`src/rtl/sub_pkg.sv`:
```
// Shared encodings and limits for the serial subtractor.
package sub_pkg;
  localparam int MAX_WIDTH = 32;

  typedef enum logic [1:0] {
    ST_IDLE  = 2'd0,
    ST_SHIFT = 2'd1,
    ST_DONE  = 2'd2
  } state_e;
endpackage

```
`src/rtl/serial_subtractor_full_sub.sv`:
```
// 1-bit full subtractor cell built from two half subtractors.
module Half_Subtractor (
  input  logic In_A,
  input  logic In_B,
  output logic Difference,
  output logic Borrow_out
);
  assign Difference = In_A ^ In_B;
  assign Borrow_out = ~In_A & In_B;
endmodule

module Full_Subtractor (
  input  logic In_A,
  input  logic In_B,
  input  logic Borrow_in,
  output logic Difference,
  output logic Borrow_out
);
  logic d1;
  logic b1;
  logic b2;

  Half_Subtractor u_hs0 (
    .In_A       (In_A),
    .In_B       (In_B),
    .Difference (d1),
    .Borrow_out (b1)
  );

  Half_Subtractor u_hs1 (
    .In_A       (d1),
    .In_B       (Borrow_in),
    .Difference (Difference),
    .Borrow_out (b2)
  );

  assign Borrow_out = b1 | b2;
endmodule

```
`src/rtl/serial_subtractor.sv`:
```
// Bit-serial WIDTH-bit subtractor around one Full_Subtractor,
// LSB first, with start/busy/done handshake.
module serial_subtractor #(
  parameter int WIDTH = 8
) (
  input  logic             clk_i,
  input  logic             rst_i,
  input  logic             start_i,
  input  logic [WIDTH-1:0] a_i,
  input  logic [WIDTH-1:0] b_i,
  input  logic             borrow_i,
  output logic             busy_o,
  output logic             done_o,
  output logic [WIDTH-1:0] diff_o,
  output logic             borrow_o,
  output logic             ovf_o
);
  import sub_pkg::*;

  localparam int CW = $clog2(WIDTH + 1);
  localparam logic [CW-1:0] LAST = CW'(WIDTH - 1);

  state_e state_q;
  state_e state_d;

  logic [WIDTH-1:0] a_q;
  logic [WIDTH-1:0] b_q;
  logic [WIDTH-1:0] sh_q;
  logic [WIDTH-1:0] diff_q;
  logic [CW-1:0]    cnt_q;
  logic             brw_q;
  logic             bout_q;
  logic             ovf_q;
  logic             a_msb_q;
  logic             b_msb_q;

  logic             fs_diff;
  logic             fs_bout;
  logic [WIDTH:0]   sh_cat;
  logic [WIDTH-1:0] sh_nx;

  Full_Subtractor u_fs (
    .In_A       (a_q[0]),
    .In_B       (b_q[0]),
    .Borrow_in  (brw_q),
    .Difference (fs_diff),
    .Borrow_out (fs_bout)
  );

  // Concatenate then slice so WIDTH=1 needs no special case.
  assign sh_cat = {fs_diff, sh_q};
  assign sh_nx  = sh_cat[WIDTH:1];

  always_comb begin
    state_d = state_q;
    unique case (state_q)
      ST_IDLE:  if (start_i) state_d = ST_SHIFT;
      ST_SHIFT: if (cnt_q == LAST) state_d = ST_DONE;
      ST_DONE:  state_d = ST_IDLE;
      default:  state_d = ST_IDLE;
    endcase
  end

  always_ff @(posedge clk_i) begin
    if (rst_i) begin
      state_q <= ST_IDLE;
    end else begin
      state_q <= state_d;
    end
  end

  always_ff @(posedge clk_i) begin
    if (rst_i) begin
      a_q     <= '0;
      b_q     <= '0;
      sh_q    <= '0;
      diff_q  <= '0;
      cnt_q   <= '0;
      brw_q   <= 1'b0;
      bout_q  <= 1'b0;
      ovf_q   <= 1'b0;
      a_msb_q <= 1'b0;
      b_msb_q <= 1'b0;
    end else begin
      unique case (state_q)
        ST_IDLE: begin
          if (start_i) begin
            a_q     <= a_i;
            b_q     <= b_i;
            brw_q   <= borrow_i;
            cnt_q   <= '0;
            a_msb_q <= a_i[WIDTH-1];
            b_msb_q <= b_i[WIDTH-1];
          end
        end
        ST_SHIFT: begin
          a_q   <= a_q >> 1;
          b_q   <= b_q >> 1;
          sh_q  <= sh_nx;
          brw_q <= fs_bout;
          cnt_q <= cnt_q + CW'(1);
          // Final bit: publish result as we enter DONE.
          if (cnt_q == LAST) begin
            diff_q <= sh_nx;
            bout_q <= fs_bout;
            ovf_q  <= (a_msb_q != b_msb_q) &&
                      (fs_diff != a_msb_q);
          end
        end
        default: ;
      endcase
    end
  end

  assign busy_o   = (state_q != ST_IDLE);
  assign done_o   = (state_q == ST_DONE);
  assign diff_o   = diff_q;
  assign borrow_o = bout_q;
  assign ovf_o    = ovf_q;
endmodule

```
`config.mk`:
```
export PLATFORM = sky130hd
export DESIGN_NAME = serial_subtractor
export DESIGN_NICKNAME = d
export VERILOG_FILES = /design/src/rtl/sub_pkg.sv /design/src/rtl/serial_subtractor_full_sub.sv /design/src/rtl/serial_subtractor.sv
export SDC_FILE = /design/constraint.sdc
export NUM_CORES = 1
export LEC_CHECK = 0
export ABC_AREA = 1
export BUFFER_PORTS_ARGS = -buffer_cell sky130_fd_sc_hd__buf_4
export CORE_MARGIN = 8
export CORE_UTILIZATION = 25
export CTS_CLUSTER_DIAMETER = 150
export CTS_CLUSTER_SIZE = 12
export DETAILED_ROUTE_END_ITERATION = 16
export SLEW_MARGIN = 20
export SYNTH_ARGS = -nofsm -noshare
export SYNTH_HDL_FRONTEND = slang
export SYNTH_HIERARCHICAL = 1
export SYNTH_SLANG_ARGS = --single-unit
```
`constraint.sdc`:
```
create_clock -name clk_i -period 3 [get_ports clk_i]
set_clock_uncertainty 0.1 [all_clocks]
set_input_delay 0.6 -clock clk_i [delete_from_list [all_inputs] [get_ports clk_i]]
set_output_delay 0.6 -clock clk_i [all_outputs]
set_load 0.02 [all_outputs]
```
==> impl_metrics.json <==
{
  "cts_tree": "done",
  "hpwl_um": 2800,
  "cts_buffers": 5,
  "grt_max_degree": 37,
  "die_x_um": 102,
  "use_met1": 0.0967,
  "cp_max_fo": 5,
  "vias": 1617,
  "yosysMostFrequentCell": "nand2_1",
  "max_freq_ghz": 0.573,
  "p_leak_uw": 0.00102,
  "vdd_drop_max_mv": 0.209,
  "gp_congestion": 0.686,
  "drt_iter0_markers": 89,
  "synthFlopType": "dfxtp_1",
  "grt_pass1_wl_um": 6600,
  "holdBufCountCts": 0,
  "routedWlPerCell_um": 9.69,
  "min_from": "b_msb_q",
  "die_area_mm2": 0.0103,
  "worst_pin_slew_ps": 579,
  "syn2layout_area_growth_pct": 21.8,
  "ys_seq_area_frac": 0.460,
  "yosys.area.top_type_share": 0.460,
  "num_rows": 31,
  "ios": 32,
  "synthesis.nets": 295,
  "clk_latency_ps": 290,
  "drcViolationCount": 0,
  "yosysWarningCount": 6,
  "synth_common_cells": "70 x nand2_1, 69 x nor2_1, 42 x dfxtp_1, 30 x o21ai_0, 26 x inv_1",
  "cts_max_level": 2,
  "antenna_found_initial": 0,
  "grtUsageTotal": 0.0788,
  "ant_nets": 0,
  "cts_sinks": 42,
  "grt_pass1_vias": 1541,
  "grt_use_met2": 0.127,
  "critPathBufInv": 2,
  "drive_gt1_frac": 0.153,
  "synth_seq_cells": 42,
  "crit_path_cell_trace": "inv_2 > nor2_1 > buf_4",
  "worstPathRequired_ps": 2300,
  "drv_cap": 0,
  "yosysUniqueCellTypes": 19,
  "antennaDiodeCount": 0,
  "worst-setup-path-type": "flip-flop to output port",
  "syn_inst": 272,
  "grt_use_met3": 0.0275,
  "post_synth.cell_area_avg_um2": 6.72,
  "dr.pass1.iters": 4,
  "setup_viol": 0,
  "fin_nets": 323,
  "slew_violations": 0,
  "cpPeakStageDelay_ps": 410,
  "synth_edf_count": 0,
  "fin_crit_ps": 1750,
  "path_delay_family": "flip-flops",
  "hp-class": "flip-flop to flip-flop",
  "post-cts-setup-buffers": 0,
  "power_density_mw_per_mm2": 510,
  "crit_start": "state_q[1]",
  "via_per_inst": 4.04,
  "core-area_mm2": 0.00718,
  "synthTopCellsByArea": "dfxtp_1 46%, nand2_1 14%, nor2_1 14%",
  "final_core_util": 0.310,
  "root_buffer": "clkbuf_8",
  "r2r-start": "state_q[0]",
  "hold_viol": 0,
  "grt.busiest_layer": "met2",
  "syn-cell-area_mm2": 0.00183,
  "endpoint_kind": "output port",
  "grt_overflow_total": 0,
  "routed_wl_um": 3880,
  "crit_path_start_kind": "flip-flop",
  "post_cts_resized": 0,
  "port_buffers": 31,
  "slew_headroom": 0.613,
  "start_util": 0.255,
  "outcome": "finished, final reports clean",
  "fin_tns_setup_ps": 0,
  "ctsLongestPathBuffers": 2,
  "synth_largest_area_cell": "dfxtp_1",
  "die_y_um": 102,
  "rsz0062_at_grt": "no",
  "async_reset_ff_frac": 0,
  "period_share": 0.582,
  "slowest_stage": "dfxtp_1",
  "clk_pin_slew_ps": 90,
  "critPathArrivalTime_ps": 1050
}
-- metal layers --
| layer | vias up | wire length, um | share of wire |
|---|---|---|---|
| li1 | 887 | - | - |
| met2 | 25 | 1700 | 0.44 |
| met1 | 703 | 1960 | 0.51 |
| met5 | - | 0 | 0 |
| met4 | 0 | 16 | 0.0041 |
| met3 | 2 | 192 | 0.050 |
-- placed cells by master (no fill, tap or decap) --
cell type and n:
nand2_1 70, nor2_2 1, a22oi_1 1, buf_4 33, nor2_4 1, o21ai_2 1
inv_2 1, nand2_2 1, a21oi_1 8, ha_1 3, clkinvlp_4 2, nand3_1 5
o21ai_0 30, inv_1 26, nor2_1 69, dfxtp_1 42, inv_6 1, clkbuf_8 5
nand4_1 1
-- report_power, final --
group	leakage, uW	internal [uW]	switching [uW]
Sequential	0.000344	590	15.0
Combinational	0.000639	63.1	98.2
Clock	0.0000408	166	203
Total	0.00102	819	316
-- logic make-up after synthesis --
logic type               share of synthesized area
AND/OR/NAND/NOR                              0.316
flip-flops                                   0.460
AO/OA/AOI/OAI                                0.113
buffers and inverters                       0.0910
adder cells (fa/ha/maj)                     0.0205
-- worst reg2reg max path, cell delays in order (launching register included) --
cell and delay [ps]:
dfxtp_1 420, inv_1 120, nor2_4 330, nand2_1 300, nor2_1 260, nand2_1 90, nand2_1 60
-- worst paths after layout --
kind / end / slack [ps] / depth (start not counted)
worst min register to register: b_msb_q / 370 / 2
worst min-delay path: b_msb_q / 370 / 2
worst max register to register: borrow_o / 1280 / 6
worst max-delay path: done_o / 1250 / 3
-- area by class of cell --
class,instances,area (um2)
inverters,27,101
multi-input cells,191,821
clock inverters,3,23.8
flip-flops and latches,42,841
well taps,99,124
fillers,794,4950
clock buffers,5,68.8
repair buffers,33,248
-- per-stage QoR --
stage | hold WS [ps] | area [um2] | setup WS [ps] | std cells | power (uW)
after floorplan | 344 | 1830 | 1550 | 272 | 736
after global placement | 361 | 2130 | 1280 | 392 | 778
after detailed placement | 362 | 2130 | 1280 | 392 | 781
after CTS | 374 | 2230 | 1240 | 400 | 1150
after global routing | 389 | 2230 | 1100 | 400 | 1210
final | 370 | 2230 | 1250 | 400 | 1140
-- flip-flops by register name (all words and copies together), names as in the netlist --
| signal | cells |
|---|---|
| b_q | 8 |
| cnt_q | 4 |
| a_msb_q | 1 |
| diff_o | 8 |
| borrow_o | 1 |
| a_q | 8 |
| ovf_o | 1 |
| brw_q | 1 |
| state_q | 2 |
| b_msb_q | 1 |
| sh_q | 7 |
Power figures use the tool's default switching activity.
